`src/rtl/lock_pkg.sv`:
```
// Shared definitions for the lock code-entry controller.
// Display codes are also consumed by the 7-segment/buzzer driver.
package lock_pkg;

  localparam logic [2:0] CODE_ERR  = 3'b001;
  localparam logic [2:0] CODE_ON   = 3'b010;
  localparam logic [2:0] CODE_OFF  = 3'b011;
  localparam logic [2:0] CODE_OPEN = 3'b100;

  typedef enum logic [2:0] {
    S_OFF     = 3'd0,
    S_IDLE    = 3'd1,
    S_ENTRY   = 3'd2,
    S_CHECK   = 3'd3,
    S_OPEN    = 3'd4,
    S_ERR     = 3'd5,
    S_LOCKOUT = 3'd6
  } fsm_e;

  function automatic logic [2:0] state_code(input fsm_e s);
    logic [2:0] c;
    unique case (s)
      S_OFF:            c = CODE_OFF;
      S_OPEN:           c = CODE_OPEN;
      S_ERR, S_LOCKOUT: c = CODE_ERR;
      default:          c = CODE_ON;
    endcase
    return c;
  endfunction

endpackage

```
`src/rtl/btn_debounce.sv`:
```
// Two-flop synchroniser followed by a stable-run debouncer.
// Output flips after DEBOUNCE_CYCLES consecutive differing samples.
module btn_debounce #(
  parameter int unsigned DEBOUNCE_CYCLES = 1_000_000
) (
  input  logic clk,
  input  logic rst_n,
  input  logic din,
  output logic dout
);

  localparam int unsigned CW = $clog2(DEBOUNCE_CYCLES + 1);
  localparam logic [CW-1:0] LAST = CW'(DEBOUNCE_CYCLES - 1);

  logic          s1_q;
  logic          s2_q;
  logic          db_q;
  logic          db_d;
  logic [CW-1:0] cnt_q;
  logic [CW-1:0] cnt_d;

  always_comb begin
    db_d  = db_q;
    cnt_d = '0;
    if (s2_q != db_q) begin
      if (cnt_q == LAST) begin
        db_d = s2_q;
      end else begin
        cnt_d = cnt_q + 1'b1;
      end
    end
  end

  always_ff @(posedge clk or negedge rst_n) begin
    if (!rst_n) begin
      s1_q  <= 1'b0;
      s2_q  <= 1'b0;
      db_q  <= 1'b0;
      cnt_q <= '0;
    end else begin
      s1_q  <= din;
      s2_q  <= s1_q;
      db_q  <= db_d;
      cnt_q <= cnt_d;
    end
  end

  assign dout = db_q;

endmodule

```
`src/rtl/lock_code_ctrl.sv`:
```
// Electronic lock code-entry controller: debounced buttons, 4-symbol
// code collection, secret compare, timed OPEN/ERR/LOCKOUT display states.
module lock_code_ctrl #(
  parameter int unsigned DEBOUNCE_CYCLES = 1_000_000,
  parameter logic [7:0]  SECRET          = 8'b00_01_10_11,
  parameter int unsigned OPEN_CYCLES     = 250_000_000,
  parameter int unsigned ERR_CYCLES      = 100_000_000,
  parameter int unsigned LOCKOUT_CYCLES  = 1_500_000_000,
  parameter int unsigned TIMEOUT_CYCLES  = 500_000_000
) (
  input  logic       clk,
  input  logic       rst_n,
  input  logic [3:0] btn,
  input  logic       power_sw,
  output logic [2:0] state,
  output logic       buzz,
  output logic [2:0] entry_cnt
);

  import lock_pkg::*;

  localparam logic [31:0] OPEN_LD = 32'(OPEN_CYCLES - 1);
  localparam logic [31:0] ERR_LD  = 32'(ERR_CYCLES - 1);
  localparam logic [31:0] LOCK_LD = 32'(LOCKOUT_CYCLES - 1);
  localparam logic [31:0] TO_LD   = 32'(TIMEOUT_CYCLES - 1);

  logic [4:0]  raw;
  logic [4:0]  db;
  logic [3:0]  prev_q;
  logic [3:0]  rise;
  logic        press_vld;
  logic [1:0]  press_sym;
  logic        pwr;

  fsm_e        fsm_q;
  fsm_e        fsm_d;
  logic [7:0]  shift_q;
  logic [7:0]  shift_d;
  logic [2:0]  cnt_q;
  logic [2:0]  cnt_d;
  logic [1:0]  fail_q;
  logic [1:0]  fail_d;
  logic [31:0] timer_q;
  logic [31:0] timer_d;
  logic [2:0]  state_q;
  logic [2:0]  state_d;
  logic        buzz_q;
  logic        buzz_d;

  assign raw = {power_sw, btn};

  for (genvar i = 0; i < 5; i++) begin : g_db
    btn_debounce #(
      .DEBOUNCE_CYCLES(DEBOUNCE_CYCLES)
    ) u_db (
      .clk  (clk),
      .rst_n(rst_n),
      .din  (raw[i]),
      .dout (db[i])
    );
  end

  assign pwr  = db[4];
  assign rise = db[3:0] & ~prev_q;

  // Simultaneous presses: lowest index wins.
  always_comb begin
    press_vld = |rise;
    press_sym = 2'd0;
    priority case (1'b1)
      rise[0]: press_sym = 2'd0;
      rise[1]: press_sym = 2'd1;
      rise[2]: press_sym = 2'd2;
      rise[3]: press_sym = 2'd3;
      default: press_sym = 2'd0;
    endcase
  end

  always_comb begin
    fsm_d   = fsm_q;
    shift_d = shift_q;
    cnt_d   = cnt_q;
    fail_d  = fail_q;
    timer_d = timer_q;
    buzz_d  = 1'b0;
    if (!pwr) begin
      fsm_d   = S_OFF;
      shift_d = '0;
      cnt_d   = '0;
      fail_d  = '0;
      timer_d = '0;
    end else begin
      unique case (fsm_q)
        S_OFF: fsm_d = S_IDLE;
        S_IDLE: begin
          if (press_vld) begin
            shift_d = {6'd0, press_sym};
            cnt_d   = 3'd1;
            timer_d = TO_LD;
            fsm_d   = S_ENTRY;
          end
        end
        S_ENTRY: begin
          if (press_vld) begin
            shift_d = {shift_q[5:0], press_sym};
            cnt_d   = cnt_q + 3'd1;
            timer_d = TO_LD;
            if (cnt_q == 3'd3) begin
              fsm_d = S_CHECK;
            end
          end else if (timer_q == '0) begin
            shift_d = '0;
            cnt_d   = '0;
            fsm_d   = S_IDLE;
          end else begin
            timer_d = timer_q - 32'd1;
          end
        end
        S_CHECK: begin
          cnt_d = '0;
          if (shift_q == SECRET) begin
            fail_d  = '0;
            timer_d = OPEN_LD;
            fsm_d   = S_OPEN;
          end else begin
            fail_d = fail_q + 2'd1;
            buzz_d = 1'b1;
            if (fail_q == 2'd2) begin
              timer_d = LOCK_LD;
              fsm_d   = S_LOCKOUT;
            end else begin
              timer_d = ERR_LD;
              fsm_d   = S_ERR;
            end
          end
        end
        S_OPEN, S_ERR, S_LOCKOUT: begin
          if (timer_q == '0) begin
            fsm_d = S_IDLE;
            if (fsm_q == S_LOCKOUT) begin
              fail_d = '0;
            end
          end else begin
            timer_d = timer_q - 32'd1;
          end
        end
        default: fsm_d = S_OFF;
      endcase
    end
    state_d = state_code(fsm_d);
  end

  always_ff @(posedge clk or negedge rst_n) begin
    if (!rst_n) begin
      prev_q  <= '0;
      fsm_q   <= S_OFF;
      shift_q <= '0;
      cnt_q   <= '0;
      fail_q  <= '0;
      timer_q <= '0;
      state_q <= CODE_OFF;
      buzz_q  <= 1'b0;
    end else begin
      prev_q  <= db[3:0];
      fsm_q   <= fsm_d;
      shift_q <= shift_d;
      cnt_q   <= cnt_d;
      fail_q  <= fail_d;
      timer_q <= timer_d;
      state_q <= state_d;
      buzz_q  <= buzz_d;
    end
  end

  assign state     = state_q;
  assign buzz      = buzz_q;
  assign entry_cnt = cnt_q;

endmodule

```
`config.mk`:
```
export PLATFORM = sky130hd
export DESIGN_NAME = lock_code_ctrl
export DESIGN_NICKNAME = d
export VERILOG_FILES = /design/src/rtl/lock_pkg.sv /design/src/rtl/btn_debounce.sv /design/src/rtl/lock_code_ctrl.sv
export SDC_FILE = /design/constraint.sdc
export NUM_CORES = 1
export LEC_CHECK = 0
export ABC_AREA = 1
export CAP_MARGIN = 20
export CORE_AREA = 2 2 101 201
export CTS_BUF_LIST = sky130_fd_sc_hd__clkbuf_8
export DETAILED_ROUTE_END_ITERATION = 7
export DIE_AREA = 0 0 103 203
export SYNTH_ARGS = -nofsm -noshare
export SYNTH_HDL_FRONTEND = slang
export SYNTH_SLANG_ARGS = --single-unit
```
`constraint.sdc`:
```
create_clock -name clk -period 2 [get_ports clk]
set_clock_uncertainty 0.15 [all_clocks]
set_input_delay 0.4 -clock clk [delete_from_list [all_inputs] [get_ports clk]]
set_output_delay 0.4 -clock clk [all_outputs]
set_load 0.01 [all_outputs]
```
; ---- After elaboration in Yosys (flattened, before gate mapping)
; Index checks and enable logic that the tools add are counted.
[totals]
inputBits = 7
ff_bits = 171
output_inout_bits = 7
elab_cells = 131
[op_classes]
reduce_logical = 15
muxes = 48
n_eq_ne = 30
n_bitwise = 2
addsub = 8
[ops]
columns = op, count
row1 = $mux W20, 10
row2 = $mux W32, 4
row3 = $pmux W32 S4, 1
row4 = $add A20 B1 Y20 const B, 5
row5 = $eq A20 B20 Y1 const B, 5
row6 = $mux W31, 2
row7 = $logic_not A32 Y1, 1
row8 = $mux W8, 4
row9 = $sub A32 B1 Y32 const B, 1
row10 = $mux W3, 9
row11 = $mux W2, 10
row12 = $eq A3 B3 Y1 const B, 6
row13 = $pmux W3 S3, 2
row14 = $pmux W8 S2, 1
row15 = $ne A3 B3 Y1 const B, 5
row16 = $pmux W3 S5, 1
row17 = $reduce_and A2 Y1, 6
row18 = $eq A3 B2 Y1 const B, 3
row19 = $reduce_and A3 Y1, 3
row20 = $eq A8 B5 Y1 const B, 1
row21 = $ne A4 B4 Y1 const B, 2
row22 = $logic_not A3 Y1, 2
row23 = $ne A1 B1 Y1, 5
row24 = $ne A5 B5 Y1 const B, 1
row25 = 11 further kinds, 13

; ---- Depth between registers and ports, before layout
[logic_depth]
word_depth = 9
mapped_depth = 14
ltp_nobuf = 14

; ---- By module
; Synthesis repeated with hierarchy kept, for this count alone.
[hier_totals]
cells_unflattened = 1327
area_unflattened_um2 = 10049.6
[modules_own_cells]
columns = mod, seq_area_each_um2, cells_per_inst, area_each_um2, n_inst
row1 = btn_debounce, 575.6, 161, 1287.5, 5
row2 = lock_code_ctrl, 1403.8, 522, 3612.2, 1

; ---- Worst setup path after synthesis
; Ideal clock, no wire load.
[synth_timing]
path_kind = flip-flop to flip-flop
start = register timer_q[0]
end = register state_q[2], in the netlist state[2]
period_less_slack_ns = 1.876
required_ns = 1.728
slack_ns = 0.124
stages_incl_launch_ff = 13
setup_ns = 0.122
arrival_ns = 1.604
path_buffers = 1
cell_sequence = dfrtp_1 > inv_1 > ha_1 > nand2_2 > nor2_4 > nand2_1 > nor2_2 > buf_4 > o21ai_0 > nand3_1 > nand2_1 > inv_1 > nor3_2
[synth_via]
elab_chain_len = 8
word_cells_on_any_way = 11
classes_between = 3 x eq/ne / 5 x mux / 3 x reduce/logical
[synth_rtl]
columns = item, line
row1 = from (decl), lock_code_ctrl.sv:43  ; logic [31:0] timer_q;
row2 = from (signal assigned), lock_code_ctrl.sv:169  ; timer_q <= timer_d;
row3 = $logic_not A32 Y1 (*), "lock_code_ctrl.sv:111, lock_code_ctrl.sv:138"
row4 = $mux W3 (*), "lock_code_ctrl.sv:111, lock_code_ctrl.sv:138"
row5 = $mux W3, lock_code_ctrl.sv:104  ; if (press_vld) begin
row6 = $pmux W3 S5 (*), lock_code_ctrl.sv:93  ; unique case (fsm_q)
row7 = $mux W3 (*), lock_code_ctrl.sv:86  ; if (!pwr) begin
row8 = via fsm_d[0], lock_code_ctrl.sv:36  ; fsm_e fsm_d;
row9 = $eq A3 B3 Y1, lock_pkg.sv:22  ; unique case (s)
row10 = $reduce_or A2 Y1, lock_pkg.sv:22
row11 = $pmux W3 S3 (*), lock_pkg.sv:22
row12 = via state_d[2], lock_code_ctrl.sv:46  ; logic [2:0] state_d;
row13 = to (signal assigned), lock_code_ctrl.sv:170  ; state_q <= state_d;
row14 = to (decl), lock_code_ctrl.sv:45  ; logic [2:0] state_q;
; Mark *: on every way through the listed nets, which the timed path passes. The rest lies on a longest branch.
; A chain may end at the register's enable or synchronous reset.

; ---- Worst setup path in the final report
[layout_timing]
start = register timer_q[3]
end = register state_q[2], in the netlist state[2]
; Same word-level chain as after synthesis.

==> summary.json <==
{
  "layout.nets": {"value": 1434},
  "standard_cell_core_area": {"value": 0.0193, "unit": "sq mm"},
  "placement_rows": {"value": 72},
  "clkPwrFrac": {"value": 38.0, "unit": "%"},
  "biggest_area_contributors_in_the_synthesized_netlist": {"value": "sky130_fd_sc_hd__dfrtp_1, sky130_fd_sc_hd__nand2_1, sky130_fd_sc_hd__nor2_1, sky130_fd_sc_hd__inv_1, sky130_fd_sc_hd__nand3_1"},
  "initial_core_util": {"value": 48.5, "unit": "%"},
  "powerDensity": {"value": 507, "unit": "mW/mm^2"},
  "design_area": {"value": 0.0119, "unit": "sq mm"},
  "globalRouteTotalUtil": {"value": 26.4, "unit": "%"},
  "finalWorstPathRequiredPeriod": {"value": 2000, "unit": "ps"},
  "yosys_top_cell_by_area": {"value": "sky130_fd_sc_hd__dfrtp_1"},
  "pin_count": {"value": 14},
  "cp_data_required_time": {"value": 2280, "unit": "ps"},
  "power.share.switching": {"value": 25.8, "unit": "%"},
  "p_int": {"value": 4490, "unit": "uW"},
  "total_switching_power": {"value": 1570, "unit": "uW"},
  "dr.pass1.iters": {"value": 5},
  "cap_viol_max_count": {"value": 0},
  "synth_async_sr_flop_share": {"value": 100, "unit": "%"},
  "first_global_vias": {"value": 8588},
  "worstSetupPathDepth": {"value": 12},
  "max_clock_freq": {"value": 0.500, "unit": "GHz"},
  "netlist_area": {"value": 0.00934, "unit": "sq mm"},
  "number_of_buffer_cells_added_on_primary_ports": {"value": 13},
  "fraction_of_final_layout_cells_sized_beyond_drive_strength_1": {"value": 24.7, "unit": "%"},
  "violations": {"value": "negative setup slack"},
  "clock_sinks": {"value": 171},
  "synth.lib_cells_used.distinct": {"value": 48},
  "synth-edff-count": {"value": 0},
  "clockRootBuffer": {"value": "sky130_fd_sc_hd__clkbuf_8"},
  "grt_setup_unrepaired": {"value": "yes"},
  "worstPathCellList": {"value": "nor2_4 -> nand2_4 -> inv_2 -> nand2_2 -> nor2_4 -> nand2_4 -> buf_8 -> nand3_1 -> nand2_1 -> inv_2 -> nor2_4 -> nor3_2"},
  "synth_ff_type": {"value": "sky130_fd_sc_hd__dfrtp_1"},
  "post_route_setup_tns": {"value": -1.62, "unit": "ps"},
  "synthToLayoutAreaGrowth": {"value": 27.9, "unit": "%"},
  "post-dp-hpwl": {"value": 19800, "unit": "um"},
  "route.final.wire_length": {"value": 26500, "unit": "um"},
  "hp-start": {"value": "btn[2]"},
  "worstRegToRegCells": {"value": 12},
  "clkTransAtPathRegs": {"value": 100, "unit": "ps"},
  "place_area": {"value": 0.0108, "unit": "sq mm"},
  "post-route-period-util": {"value": 100, "unit": "%"},
  "globalRoute.totalOverflow": {"value": 0},
  "fp.dieArea": {"value": 0.0209, "unit": "sq mm"},
  "met3RoutedLength": {"value": 893, "unit": "um"},
  "max_slew_margin": {"value": 68.8, "unit": "%"},
  "diodes": {"value": 0},
  "drv_slew": {"value": 0},
  "die-width": {"value": 103, "unit": "um"},
  "critical_setup_path_kind": {"value": "register to register"},
  "cts_tree": {"value": "built"},
  "worst_hold_path.num_cells": {"value": 1},
  "synth_nets": {"value": 1256},
  "h-tree-depth": {"value": 4},
  "run_status": {"value": "complete, but fails checks"},
  "setup-violations-final": {"value": 1},
  "source_of_the_critical_timing_path": {"value": "timer_q[3]$_DFFE_PN0P_"},
  "cts_made_buffers": {"value": 17},
  "fin_total_pwr": {"value": 6050, "unit": "uW"},
  "die_h": {"value": 203, "unit": "um"},
  "grt_start_max_net_pins": {"value": 49},
  "worst-path-max-fanout": {"value": 13},
  "ys.warnings.count": {"value": 0},
  "critical_path_arrival": {"value": 2280, "unit": "ps"},
  "nFillCells": {"value": 1820},
  "drt-initial-drc-count": {"value": 367},
  "hold_viol": {"value": 0},
  "irDropWorstVdd": {"value": 0.602, "unit": "mV"},
  "wl_met1": {"value": 9070, "unit": "um"},
  "critical-path-top-delay-family": {"value": "simple AND/OR/NAND/NOR gates"},
  "critical_path.n_buffers_inverters": {"value": 3},
  "power_frac_comb": {"value": 3.9, "unit": "%"},
  "yosys.area.top_type_share": {"value": 45.3, "unit": "%"},
  "cpMaxStageDelayCell": {"value": "sky130_fd_sc_hd__dfrtp_2"},
  "syn_inst": {"value": 1240},
  "grt_antenna_before_repair": {"value": 0},
  "place.gp.congestion": {"value": 1.09},
  "share_seq_of_total_power": {"value": 58.1, "unit": "%"},
  "viasPerCell": {"value": 5.20},
  "most_frequent_cell_on_the_critical_path": {"value": "sky130_fd_sc_hd__nor2_4"},
  "crit-reg2reg-launch": {"value": "timer_q[3]$_DFFE_PN0P_"},
  "ys_ff_latch": {"value": 171},
  "final_core_util": {"value": 62.0, "unit": "%"},
  "maxUsedRoutingLayer": {"value": "met4"},
  "worst_setup_path_start_kind": {"value": "register"},
  "grt_pass1_wl": {"value": 41400, "unit": "um"},
  "post_drt_wl_per_cell": {"value": 15.7, "unit": "um"},
  "fin_ws": {"value": -1.62, "unit": "ps"},
  "met2_wl": {"value": 14600, "unit": "um"},
  "ctsLongestPathBuffers": {"value": 2},
  "timing_worst_slew_pin_value": {"value": 467, "unit": "ps"},
  "yosysSeqAreaShare": {"value": 45.8, "unit": "%"},
  "avgSynthCellArea": {"value": 7.53, "unit": "sq um"},
  "cellLeakagePower": {"value": 0.00573, "unit": "uW"},
  "critPathCaptureType": {"value": "register"},
  "clk-insertion-delay-late": {"value": 500, "unit": "ps"},
  "route.detailed.drc": {"value": 0},
  "worst_hold_path_type": {"value": "input pin to register"},
  "detailroute.via_count": {"value": 8794},
  "postRouteAntennaNets": {"value": 0},
  "critical_path.max_stage_delay": {"value": 470, "unit": "ps"}
}
## cell type report
type                            count  area (sq um)  area share (%)
Clock inverter                     14           115           0.964
Timing Repair Buffer              172          1440            12.0
Clock buffer                       18           248            2.07
Inverter                          176           676            5.66
Multi-Input combinational cell    880          4860            40.7
Sequential cell                   171          4290            35.9
Tap cell                          259           324            2.71
## path summary, 6_finish.rpt
| kind | to | slack (ps) |
|---|---|---|
| worst max-delay path | state[2]$_DFF_PN0_ | -2 |
| worst min-delay path | g_db[2].u_db.s1_q$_DFF_PN0_ | 180 |
| worst max register to register | state[2]$_DFF_PN0_ | -2 |
| worst min register to register | g_db[3].u_db.s2_q$_DFF_PN0_ | 200 |
| max in group asynchronous | g_db[4].u_db.dout$_DFFE_PN0P_ | 880 |
| min in group asynchronous | timer_q[12]$_DFFE_PN0P_ | 210 |
## synthesized netlist by cell type (14+ instances only)
cell type	instances
sky130_fd_sc_hd__dfrtp_1	169
sky130_fd_sc_hd__nor3_1	38
sky130_fd_sc_hd__a21oi_1	47
sky130_fd_sc_hd__nand3_1	78
sky130_fd_sc_hd__nor2_2	14
sky130_fd_sc_hd__o21ai_0	60
sky130_fd_sc_hd__nand4_1	27
sky130_fd_sc_hd__xor2_1	34
sky130_fd_sc_hd__inv_1	168
sky130_fd_sc_hd__nor2_1	186
sky130_fd_sc_hd__nand2_1	288
## routing by layer
| layer | track usage [%] | up-vias |
|---|---|---|
| li1 | - | 4343 |
| met1 | 25.0 | 4152 |
| met2 | 47.9 | 181 |
| met3 | 5.44 | 118 |
| met4 | 19.1 | 0 |
| met5 | 0 | - |
## flip-flops by register name, summed over array words and instances, names as in the netlist
name,count
buzz,1
entry_cnt,3
fail_q,2
fsm_q,3
g_db.u_db.cnt_q,100
g_db.u_db.dout,5
g_db.u_db.s1_q,5
g_db.u_db.s2_q,5
prev_q,4
shift_q,8
state,3
timer_q,32
## power groups by stage
stage	Combinational, uW	Clock, uW	Sequential [uW]
2_1_floorplan	80.6	0	3580
3_3_place_gp	220	0	3580
3_5_place_dp	222	0	3580
4_1_cts	224	2380	3510
5_1_grt	271	2500	3520
6_report	234	2300	3520
## through the flow
stage	cells	setup WS (ps)	hold slack, ps
2_1_floorplan	1240	124	-45.6
3_3_place_gp	1627	-198	179
3_5_place_dp	1627	-173	177
4_1_cts	1662	-47.3	146
5_1_grt	1690	-183	162
6_report	1690	-1.62	183
## what timing repair did
action	4_1_cts	5_1_grt
setup buffers	2	30
setup endpoints to repair	34	92
pin swaps	7	40
gates resized for setup	33	152
hold endpoints to repair	136	0
hold buffers	1	0
## layout by cell type, fill, tap and decap left out, drive strengths merged, types with 6 or more instances in the layout
| cell type | instances |
|---|---|
| dfrtp | 169 |
| nand2 | 295 |
| nor3 | 44 |
| xor2 | 34 |
| o21ai | 67 |
| buf | 158 |
| dlygate4sd2 | 6 |
| xnor2 | 13 |
| nor2 | 203 |
| a21oi | 48 |
| inv | 178 |
| nor4 | 13 |
| nand3 | 81 |
| ha | 9 |
| clkbuf | 19 |
| clkinv | 7 |
| nand4 | 28 |
| clkdlybuf4s50 | 6 |
## logic make-up after synthesis
family / after synthesis / share of synthesized area [%]
flops: 171 / 45.8
compound gates: 142 / 8.30
fa+ha+maj: 9 / 1.21
buf+inv: 189 / 7.89
xor+xnor: 47 / 4.41
simple gates: 678 / 31.9
mux: 4 / 0.482
No activity file was read; power rests on OpenSTA's default activity.
